## config.mk

```make
export PLATFORM = sky130hd
export DESIGN_NAME = chart_sequencer
export DESIGN_NICKNAME = d
export VERILOG_FILES = /design/src/rtl/chart_sequencer.sv
export SDC_FILE = /design/constraint.sdc
export NUM_CORES = 1
export LEC_CHECK = 0
export ABC_AREA = 1
export BUFFER_PORTS_ARGS = -buffer_cell sky130_fd_sc_hd__buf_4
export CORE_UTILIZATION = 55
export DETAILED_ROUTE_END_ITERATION = 8
export PLACE_DENSITY_LB_ADDON = 0.08
export SLEW_MARGIN = 10
export SYNTH_ARGS = -nofsm -noshare
export SYNTH_HDL_FRONTEND = slang
export SYNTH_SLANG_ARGS = --single-unit
```

## constraint.sdc

```tcl
create_clock -name clk -period 3.54 [get_ports clk]
set_clock_uncertainty 0.1 [all_clocks]
set_input_delay 0.885 -clock clk [delete_from_list [all_inputs] [get_ports clk]]
set_output_delay 0.885 -clock clk [all_outputs]
set_load 0.01 [all_outputs]
```

## src/rtl/chart_sequencer.sv

```systemverilog
`default_nettype none
// +---------------------------------------------------------------------------+
// | chart_sequencer: walks a note-chart ROM and emits one-cycle lane pulses   |
// | paced by a speed-scaled beat clock. CHART_LOOP_EN repeats the chart.      |
// | Rev 1.0                                                                   |
// +---------------------------------------------------------------------------+
module chart_sequencer #(
  parameter int ADDR_W = 6,
  parameter int PHASE_W = 24,
  parameter logic [PHASE_W-1:0] BEAT_THRESH = PHASE_W'(781250)
) (
  input  logic              clk,
  input  logic              RST_BTN,
  input  logic              start,
  input  logic              pause,
  input  logic [7:0]        speed,
  output logic [ADDR_W-1:0] rom_addr,
  input  logic [7:0]        rom_data,
  output logic [3:0]        instr,
  output logic              beat,
  output logic              running,
  output logic              done
);

  typedef enum logic [2:0] {
    S_IDLE  = 3'd0,
    S_FETCH = 3'd1,
    S_WAIT  = 3'd2,
    S_EMIT  = 3'd3,
    S_HOLD  = 3'd4,
    S_DONE  = 3'd5
  } state_t;

  state_t              state, state_d;
  logic [ADDR_W-1:0]   addr_d;
  logic [3:0]          instr_d;
  logic [3:0]          gap_ld, gap_ld_d;
  logic [3:0]          gap_cnt, gap_cnt_d;
  logic                done_d;
  logic                running_d;
  logic [PHASE_W-1:0]  phase;
  logic [PHASE_W:0]    sum;
  logic [PHASE_W-1:0]  phase_wrap;

  always_ff @(posedge clk or negedge RST_BTN) begin
    if (!RST_BTN) begin
      state    <= S_IDLE;
      rom_addr <= '0;
      instr    <= 4'b0;
      gap_ld   <= 4'b0;
      gap_cnt  <= 4'b0;
      done     <= 1'b0;
      running  <= 1'b0;
    end else begin
      state    <= state_d;
      rom_addr <= addr_d;
      instr    <= instr_d;
      gap_ld   <= gap_ld_d;
      gap_cnt  <= gap_cnt_d;
      done     <= done_d;
      running  <= running_d;
    end
  end

  always_comb begin
    state_d   = state;
    addr_d    = rom_addr;
    instr_d   = 4'b0;
    gap_ld_d  = gap_ld;
    gap_cnt_d = gap_cnt;
    done_d    = done;
    if (start) begin
      state_d   = S_FETCH;
      addr_d    = '0;
      gap_cnt_d = 4'b0;
      done_d    = 1'b0;
    end else begin
      case (state)
        S_FETCH: state_d = S_WAIT;
        S_WAIT: begin
          gap_ld_d = rom_data[7:4];
          if (rom_data == 8'h00) begin
`ifdef CHART_LOOP_EN
            addr_d  = '0;
            state_d = S_FETCH;
`else
            done_d  = 1'b1;
            state_d = S_DONE;
`endif
          end else begin
            instr_d = rom_data[3:0];
            state_d = S_EMIT;
          end
        end
        S_EMIT: begin
          gap_cnt_d = (gap_ld == 4'd0) ? 4'd1 : gap_ld;
          state_d   = S_HOLD;
        end
        S_HOLD: begin
          // Only beats seen while holding count; earlier ones are dropped.
          if (beat) begin
            if (gap_cnt <= 4'd1) begin
              gap_cnt_d = 4'd0;
              addr_d    = rom_addr + ADDR_W'(1);
              state_d   = S_FETCH;
            end else begin
              gap_cnt_d = gap_cnt - 4'd1;
            end
          end
        end
        default: state_d = state;
      endcase
    end
    running_d = (state_d != S_IDLE) && (state_d != S_DONE);
  end

  assign sum        = {1'b0, phase} + {{(PHASE_W-7){1'b0}}, speed};
  assign phase_wrap = sum[PHASE_W-1:0] - BEAT_THRESH;

  always_ff @(posedge clk or negedge RST_BTN) begin
    if (!RST_BTN) begin
      phase <= '0;
      beat  <= 1'b0;
    end else if (start || !running) begin
      phase <= '0;
      beat  <= 1'b0;
    end else if (pause) begin
      beat  <= 1'b0;
    end else if (sum >= {1'b0, BEAT_THRESH}) begin
      phase <= phase_wrap;
      beat  <= 1'b1;
    end else begin
      phase <= sum[PHASE_W-1:0];
      beat  <= 1'b0;
    end
  end

endmodule
`default_nettype wire

```

==> reports/results.ini, run 1 <==
[sta]
fmax_mhz=305
maxSlewHeadroom_pct=46.2
rsz0062_at_grt=false
setup_viol=0
tightestPinTransition_ps=804
timing.final.hold_violations=0
fin_crit_sh_pct=92.7
maxSlewViolCount=0
min_period_ps=3280

[synth]
syn_area_per_cell_um2=5.99
synth_cell_types=38
syn_inst=702
syn_nets=735
yosys.area.top_type=dfrtp_1
ys_warn_count=0
syn_area_um2=4210
synth_top_area_share_pct=28.6
synth_seq_cells=48
synth_area_leaders=dfrtp_1, nand2_1, nand3_1
yosysSeqAreaShare_pct=28.6

[floorplan]
die_w_um=89.5
die_area_um2=8000
ios=33
die_height_um=89.5
rows=31
start_util_pct=57.4
core_region_area_um2=7330

[power_and_ir_drop]
clkPwrFrac_pct=29.1
pwr-share-seq_pct=39.2
p_total_mw=1.70
p_leak_nw=2.69
irDropWorstVdd_uv=277
p_sw_share_pct=35.9
p_sw_uw=609
power_density_nw_per_um2=347
p_comb_share_pct=31.7
internal-power_mw=1.09

[global_route]
use_met3_pct=5.54
gr-usage-met1_pct=41.4
grt_max_degree=49
antenna_found_initial=0
grtUsageTotal_pct=31.7
grt_pass1_vias=4233
grt_pass1_wl_mm=19.4
overflow=0
grt_busiest_layer=met2
grtUsageMet2_pct=52.1

[setup_path]
rrSetupSlack_ps=540
crit_type=input port to register
critical_path.cell_chain=buf_4 > ha_1 > fa_2 > nand2_1 > nand2_1 > nand3_1 > nand2_2 > nand3_1 > nand3_1 > inv_1 > nand3_1 > nor2_1 > nand3_1 > nand3_4 > buf_12 > nand3_1 > nand3_1 > nand2_1
worstPathArrival_ps=3390
cpMaxStageDelayCell=fa_2
path_common_cell=nand3_1
required_ps=3650
cp_num_buf_inv=3
endpoint_kind=register
critical_path.max_stage_delay_ps=400
worstPathMaxFanout=20
cp_top_family=simple AND/OR/NAND/NOR gates
crit_path_start_kind=input port

[clocking]
cts_tree=yes
clockBufferDepth=2
insertion_delay_ps=310
cts_made_buffers=5
tritoncts_num_sinks=48
clk_pin_slew_ps=100
cts-htree-levels=2
clock-root-buffer=clkbuf_8

[run_status]
outcome=finished clean

[placed_design]
port_buffers=32
place_hpwl_mm=9.62
gp_congestion=0.949
place_inst=850

[run]
max-cap-violations=0

[route]
avgViaCountPerCell=5.42
ant_nets=0
wl_per_cell_um=14.2
drc=0
first_pass_iters=6
first_iter_violations=288
wl_mm=12.2
vias=4653

[layout]
layout.cells.non_filler=858
drive_above_1_share_pct=15.3
n_antenna_cell=0
final_util_pct=66.6
syn2layout_area_growth_pct=16.1
layout_common_cells=nand2_1, nand3_1, inv_1
fin_nets=791
nFillCells=699
final_common_cell=nand2_1

[min_path]
min-delay-path-class=register to register

==> Yosys cell counts <==
library cell,number
a211oi_1,1
a21boi_0,1
a21oi_1,13
a22o_1,1
a31oi_1,2
a32oi_1,1
and2_1,1
and3_1,1
buf_2,2
buf_6,5
clkbuf_1,4
clkinv_1,3
dfrtp_1,48
fa_1,1
ha_1,12
inv_1,90
inv_2,7
mux2_2,1
nand2_1,272
nand2_2,18
nand3_1,97
nand3_2,3
nand3_4,1
nand3b_1,3
nand4_1,7
nor2_1,56
nor2_2,11
nor2_4,1
nor3_1,11
nor4_1,2
o2111ai_1,1
o21ai_0,17
o21ai_1,1
o21bai_1,1
or2_1,1
or2_2,1
or2_4,1
xor2_1,3
==> final timing paths <==
kind,startpoint,endpoint,cells after the start
hold reg to reg,phase[2],phase[2],2
setup / recovery,speed[0],phase[11],18
hold / removal,phase[2],phase[2],2
max in group asynchronous,RST_BTN,phase[5],1
setup reg to reg,phase[6],phase[11],17
min in group asynchronous,RST_BTN,phase[11],1
==> kinds of logic after synthesis <==
logic type | share of synthesized area [%]
xor+xnor | 0.625
buf+inv | 10.9
fa+ha+maj | 4.05
simple gates | 50.5
flops | 28.6
compound gates | 5.15
mux | 0.268
==> routing by layer <==
layer,vias to the layer above,part of all wire [%]
met1,2127,42
li1,2316,-
met5,-,0
met2,168,47
met3,42,7.1
met4,0,3.6
==> worst min-delay path, stage by stage (launching register included) <==
cell and delay (ps):
dfrtp_1 360, nand2_1 60, nand2_1 60
==> state kept, by name, indices dropped and copies added, names as in the netlist <==
| signal | count |
|---|---|
| rom_addr | 6 |
| done | 1 |
| gap_ld | 4 |
| beat | 1 |
| state | 3 |
| instr | 4 |
| running | 1 |
| gap_cnt | 4 |
| phase | 24 |
==> cell type report <==
cell class | instances | area (um2) | area share, %
inverters | 100 | 375 | 7.69
flip-flops and latches | 48 | 1200 | 24.6
well taps | 99 | 124 | 2.54
repair buffers | 60 | 475 | 9.74
multi-input cells | 543 | 2570 | 52.6
clock buffers | 5 | 68.8 | 1.41
clock inverters | 3 | 68.8 | 1.41
==> what timing repair did <==
action	in CTS	in global routing
setup endpoints to repair	0	20
gates resized for setup	0	4
hold buffers	0	0
buffers inserted	0	0
==> metrics by stage <==
step	setup TNS, ps	setup slack, ps	cell area, um2	hold slack [ps]
after CTS	0	212	4860	395
after floorplan	0	232	4210	337
after global routing	0	23.4	4880	418
final	0	260	4880	396
after detailed placement	-1340	-104	4720	369
after global placement	-353	-54.6	4720	364
==> power by group through the flow <==
| stage | sequential (mW) | combinational (mW) | clock (mW) |
|---|---|---|---|
| after detailed placement | 0.674 | 0.523 | 0 |
| after global routing | 0.672 | 0.611 | 0.520 |
| after global placement | 0.672 | 0.510 | 0 |
| final | 0.664 | 0.537 | 0.494 |
| after CTS | 0.663 | 0.526 | 0.500 |
| after floorplan | 0.663 | 0.368 | 0 |
Note: power is estimated with default switching activity, not from simulation.
==> run 2: changes to the inputs <==
--- a/config.mk
+++ b/config.mk
@@ -7,9 +7,10 @@
 export LEC_CHECK = 0
 export ABC_AREA = 1
 export BUFFER_PORTS_ARGS = -buffer_cell sky130_fd_sc_hd__buf_4
-export CORE_UTILIZATION = 55
+export CORE_MARGIN = 4
+export CORE_UTILIZATION = 35
 export DETAILED_ROUTE_END_ITERATION = 8
-export PLACE_DENSITY_LB_ADDON = 0.08
+export PLACE_DENSITY = 0.53
 export SLEW_MARGIN = 10
 export SYNTH_ARGS = -nofsm -noshare
 export SYNTH_HDL_FRONTEND = slang
==> reports/results.ini, run 2 (synthesized netlist as in run 1, its figures left out) <==
[power_and_ir_drop]
p_total_mw=1.73  ; was 1.70 mW
p_leak_nw=2.72  ; was 2.69 nW
p_sw_uw=629  ; was 609 uW
power_density_nw_per_um2=346  ; was 347 nW/um2
internal-power_mw=1.10  ; was 1.09 mW
clkPwrFrac_pct=30.4  ; was 29.1%
irDropWorstVdd_uv=257  ; was 277 uV
p_sw_share_pct=36.4  ; was 35.9%
pwr-share-seq_pct=38.4  ; was 39.2%
p_comb_share_pct=31.2  ; was 31.7%

[layout]
final_common_cell=nand2_1  ; unchanged
largest_register_ffs=24  ; unchanged
layout_common_cells=nand2_1, nand3_1, inv_1  ; unchanged
fin_nets=799  ; was 791
top_register=phase  ; unchanged
nFillCells=1221  ; was 699
n_antenna_cell=0  ; unchanged
syn2layout_area_growth_pct=18.8  ; was 16.1%
top_regs=phase: 24 flops, rom_addr: 6 flops  ; unchanged
drive_above_1_share_pct=16.0  ; was 15.3%
design_area_um2=5000  ; was 4880 um2

[clocking]
cts_tree=yes  ; unchanged
clk_pin_slew_ps=70  ; was 100 ps
post_cts_buffers=0  ; unchanged
cts_made_buffers=5  ; unchanged
insertion_delay_ps=290  ; was 310 ps
clockBufferDepth=2  ; unchanged
tritoncts_num_sinks=48  ; unchanged
cts-htree-levels=2  ; unchanged
clock-root-buffer=clkbuf_16  ; was clkbuf_8

[global_route]
overflow=0  ; unchanged
antenna_found_initial=0  ; unchanged
grtUsageTotal_pct=18.2  ; was 31.7%
grt_max_degree=49  ; unchanged
grt_pass1_vias=4401  ; was 4233
grt_pass1_wl_mm=20.9  ; was 19.4 mm

[setup_path]
crit_type=input port to register  ; unchanged
endpoint_kind=register  ; unchanged
worstPathArrival_ps=3420  ; was 3390 ps
crit_path_start_kind=input port  ; unchanged
required_ps=3630  ; was 3650 ps
worstPathMaxFanout=4  ; was 20
rrSetupSlack_ps=540  ; about the same

[route]
drc=0  ; unchanged
first_iter_violations=351  ; was 288
first_pass_iters=5  ; was 6
ant_nets=0  ; unchanged
wl_per_cell_um=13.4  ; was 14.2 um
avgViaCountPerCell=4.94  ; was 5.42
wl_mm=12.2  ; about the same
vias=4491  ; was 4653

[sta]
fin_crit_sh_pct=94.2  ; was 92.7%
maxSlewViolCount=0  ; unchanged
fin_ws_ps=207  ; was 260 ps
timing.final.hold_violations=0  ; unchanged
setup_viol=0  ; unchanged
tightestPinTransition_ps=656  ; was 804 ps
maxSlewHeadroom_pct=56.3  ; was 46.2%
min_period_ps=3330  ; was 3280 ps
fmax_mhz=300  ; was 305 MHz

[floorplan]
die_area_um2=13800  ; was 8000 um2
die_height_um=118  ; was 89.5 um
core_region_area_um2=11600  ; was 7330 um2
ios=33  ; unchanged
die_w_um=118  ; was 89.5 um
rows=39  ; was 31
start_util_pct=36.2  ; was 57.4%

[placed_design]
place_hpwl_mm=9.81  ; was 9.62 mm
gp_congestion=0.878  ; was 0.949
pre_cts_ws_ps=-81.6  ; was -104 ps
dpl_cell_area_um2=4830  ; was 4720 um2
port_buffers=32  ; unchanged

[run_status]
outcome=finished clean  ; unchanged

[min_path]
min-delay-path-class=register to register  ; unchanged

[run]
max-cap-violations=0  ; unchanged

[run 2: cell types whose count changed in the layout (fill, tap and decap cells not counted), moves of 2 or more]
cell and delta:
clkbuf_16 +5, nand2_2 +3, bufinv_16 -2, nand2_1 -3, clkbuf_8 -4, nand3_1 +2
nand3_2 -2, buf_4 +9
[run 2: what timing repair did]
| action | 4_1_cts | 5_1_grt |
|---|---|---|
| gates resized for setup | 0 | 4 |
| hold endpoints to repair | 0 | 0 |
| hold buffers | 0 | 0 |
| setup endpoints to repair | 0 | 13 |
[run 2: worst paths after layout]
path	from	endpoint	cells past startpoint
min in group asynchronous	RST_BTN	phase[4]	1
max in group asynchronous	RST_BTN	phase[22]	1
setup / recovery	speed[0]	phase[19]	19
setup reg to reg	phase[0]	phase[19]	18
hold / removal	gap_ld[0]	gap_ld[0]	2
hold reg to reg	gap_ld[0]	gap_ld[0]	2
[run 2: per-stage QoR]
stage	TNS [ps]	hold WS (ps)	utilization, %	cells
3_5_place_dp	-1230	357	41.6	902
6_report	0	370	43.0	910
2_1_floorplan	0	337	-	702
4_1_cts	0	376	42.9	910
3_3_place_gp	-1440	358	41.6	902
5_1_grt	-22.6	395	43.0	910
[run 2: worst max-delay path, cell delays in order]
cell     delay, ps
buf_4          120
ha_1           210
fa_1           430
xor2_1         200
inv_1           90
ha_1           230
nand3_1         80
nor2_1          50
nand2_1         60
nand2_1         80
nor2_2         110
nand3_1        100
nand2_2        110
buf_4          140
nand2_1         70
o21ai_0        240
a21oi_1        110
nand2_1         70
nand2_1         50
[run 2: power by group through the flow]
stage | clock network, mW | logic, mW | registers, mW
final | 0.525 | 0.539 | 0.663
after global routing | 0.555 | 0.619 | 0.674
after CTS | 0.542 | 0.540 | 0.664
after detailed placement | 0 | 0.538 | 0.675
after global placement | 0 | 0.534 | 0.674
after floorplan | 0 | 0.368 | 0.663
[run 2: metal layers]
metal,vias up,global-route usage [%],wire length (um)
li1,2334,-,-
met1,2051,25.4,6010
met2,89,30.0,5530
met3,17,1.97,486
met4,0,4.54,204
met5,-,0,0
[run 2: area by class of cell]
| cell class | instances | area, um2 | share of cell area, % |
|---|---|---|---|
| clock inverters | 2 | 17.5 | 0.351 |
| multi-input cells | 543 | 2560 | 51.3 |
| clock buffers | 6 | 139 | 2.78 |
| well taps | 143 | 179 | 3.58 |
| inverters | 100 | 375 | 7.51 |
| repair buffers | 68 | 523 | 10.5 |
| flip-flops and latches | 48 | 1200 | 24.0 |
==> run 3: changes to the inputs <==
--- a/config.mk
+++ b/config.mk
@@ -7,10 +7,10 @@
 export LEC_CHECK = 0
 export ABC_AREA = 1
 export BUFFER_PORTS_ARGS = -buffer_cell sky130_fd_sc_hd__buf_4
-export CORE_MARGIN = 4
 export CORE_UTILIZATION = 35
 export DETAILED_ROUTE_END_ITERATION = 8
 export PLACE_DENSITY = 0.53
+export RECOVER_POWER = 100
 export SLEW_MARGIN = 10
 export SYNTH_ARGS = -nofsm -noshare
 export SYNTH_HDL_FRONTEND = slang
==> reports/results.ini, run 3 (synthesized netlist as in run 1, its figures left out) <==
[run_status]
outcome=finished, violations left  ; was finished clean
violations=DRC

[power_and_ir_drop]
power_density_nw_per_um2=359  ; was 346 nW/um2
irDropWorstVdd_uv=236  ; was 257 uV
p_total_mw=1.79  ; was 1.73 mW
p_leak_nw=2.70  ; was 2.72 nW

[sta]
fin_ws_ps=257  ; was 207 ps
whs_ps=382  ; was 370 ps
fin_crit_sh_pct=92.7  ; was 94.2%
min_period_ps=3280  ; was 3330 ps
fmax_mhz=305  ; was 300 MHz
rsz0062_at_grt=false
timing.final.hold_violations=0  ; unchanged
tightestPinTransition_ps=1260  ; was 656 ps
finalSetupTns_ps=0  ; unchanged
maxSlewHeadroom_pct=15.8  ; was 56.3%
setup_viol=0  ; unchanged
maxSlewViolCount=0  ; unchanged

[floorplan]
rows=39  ; unchanged
start_util_pct=36.4  ; was 36.2%
core_region_area_um2=11600  ; about the same
ios=33  ; unchanged
die_area_um2=12500  ; was 13800 um2
die_height_um=112  ; was 118 um
die_w_um=112  ; was 118 um

[route]
first_iter_violations=334  ; was 351
wl_mm=12.5  ; was 12.2 mm
drc=2  ; was 0
first_pass_iters=7  ; was 5
avgViaCountPerCell=4.95  ; was 4.94
ant_nets=0  ; unchanged
wl_per_cell_um=13.8  ; was 13.4 um
vias=4514  ; was 4491

[clocking]
post_cts_buffers=0  ; unchanged
tritoncts_num_sinks=48  ; unchanged
insertion_delay_ps=300  ; was 290 ps
cts_tree=yes  ; unchanged
clockBufferDepth=2  ; unchanged
cts-htree-levels=2  ; unchanged
clk_pin_slew_ps=70  ; about the same
clock-root-buffer=clkbuf_16  ; unchanged
cts_made_buffers=5  ; unchanged

[min_path]
min-delay-path-class=register to register  ; unchanged

[setup_path]
cp_num_buf_inv=3  ; unchanged
cp_top_family=simple AND/OR/NAND/NOR gates  ; was adder cells
cpMaxStageDelayCell=fa_2  ; was fa_1
required_ps=3630  ; about the same
endpoint_kind=register  ; unchanged
crit_path_start_kind=input port  ; unchanged
critical_path.max_stage_delay_ps=390  ; was 430 ps
worstPathMaxFanout=15  ; was 4
crit_type=input port to register  ; unchanged
worstPathArrival_ps=3380  ; was 3420 ps
path_common_cell=nand3_1  ; was nand2_1
critical_path.cell_chain=clkbuf_1 > ha_1 > fa_2 > xor2_1 > inv_1 > ha_1 > nand3_1 > nor2_1 > nand2_1 > nand2_1 > nor2_2 > nand3_1 > nand2_2 > nand3_2 > nand3_4 > buf_12 > nand3_1 > nand3_1 > nand2_1  ; was buf_4 > ha_1 > fa_1 > xor2_1 > inv_1 > ha_1 > nand3_1 > nor2_1 > nand2_1 > nand2_1 > nor2_2 > nand3_1 > nand2_2 > buf_4 > nand2_1 > o21ai_0 > a21oi_1 > nand2_1 > nand2_1

[global_route]
overflow=0  ; unchanged
grtUsageMet2_pct=35.1  ; was 30.0%
gr-usage-met1_pct=28.4  ; was 25.4%
grt_pass1_vias=4368  ; was 4401
antenna_found_initial=0  ; unchanged
grtUsageTotal_pct=21.2  ; was 18.2%
grt_pass1_wl_mm=20.9  ; about the same
grt_busiest_layer=met2  ; unchanged
grt_max_degree=49  ; unchanged
use_met3_pct=2.89  ; was 1.97%

[placed_design]
gp_congestion=0.948  ; was 0.878
place_hpwl_mm=9.90  ; was 9.81 mm
dpl_cell_area_um2=4870  ; was 4830 um2
pre_cts_ws_ps=-130  ; was -81.6 ps
port_buffers=32  ; unchanged

[layout]
design_area_um2=5000  ; about the same
final_common_cell=nand2_1  ; unchanged
top_regs=phase: 24 flops, rom_addr: 6 flops  ; unchanged
n_antenna_cell=0  ; unchanged
largest_register_ffs=24  ; unchanged
layout_common_cells=nand2_1, nand3_1, inv_1  ; unchanged
drive_above_1_share_pct=14.3  ; was 16.0%
top_register=phase  ; unchanged
syn2layout_area_growth_pct=18.8  ; about the same
fin_nets=801  ; was 799

[run]
max-cap-violations=0  ; unchanged

==> run 3: cell types whose count changed in the layout (fill, tap and decap cells not counted), moves of 2 or more <==
| cell | change |
|---|---|
| buf_12 | +2 |
| nand2_1 | +3 |
| buf_4 | -16 |
| nand2_2 | -3 |
| clkbuf_1 | +14 |
| inv_6 | -2 |
==> run 3: path summary, 6_finish.rpt <==
| path | cells past startpoint | slack (ps) | endpoint | startpoint |
|---|---|---|---|---|
| max in group asynchronous | 1 | 1820 | phase[1] | RST_BTN |
| setup / recovery | 19 | 260 | phase[23] | speed[0] |
| setup reg to reg | 18 | 570 | phase[23] | phase[0] |
| hold reg to reg | 2 | 380 | gap_ld[0] | gap_ld[0] |
| hold / removal | 2 | 380 | gap_ld[0] | gap_ld[0] |
| min in group asynchronous | 1 | 740 | phase[15] | RST_BTN |
==> run 3: report_power, final <==
group	switching [mW]	internal [mW]	leakage, nW
Combinational	0.344	0.198	1.96
Clock	0.232	0.355	0.0871
Sequential	0.0514	0.613	0.649
Total	0.627	1.17	2.70
==> run 3: routing by layer <==
layer | vias up | part of all wire [%]
met2 | 143 | 45
met1 | 2011 | 46
li1 | 2342 | -
met3 | 18 | 6.1
met4 | 0 | 2.2
met5 | - | 0
==> run 3: worst min-delay path: cells and delay by family (launching register included) <==
kind / cells / cell delay, ps
simple gates: 2 / 100
flops: 1 / 350
==> run 3: repair_timing <==
action | CTS | global route
endpoints found under the setup margin | 0 | 22
hold buffers | 0 | 0
gates resized for setup | 0 | 3
==> run 3: area by class of cell <==
class                   count  area, um2
clock inverters             2       38.8
clock buffers               6        139
fillers                  1234       6570
repair buffers             70        508
multi-input cells         543       2560
flip-flops and latches     48       1200
well taps                 143        179
inverters                 100        375
==> run 3: metrics by stage <==
stage          utilization [%]  instances
5_1_grt                   43.2        912
4_1_cts                   43.6        912
6_report                  43.2        912
3_3_place_gp              42.1        904
2_1_floorplan                -        702
3_5_place_dp              42.1        904
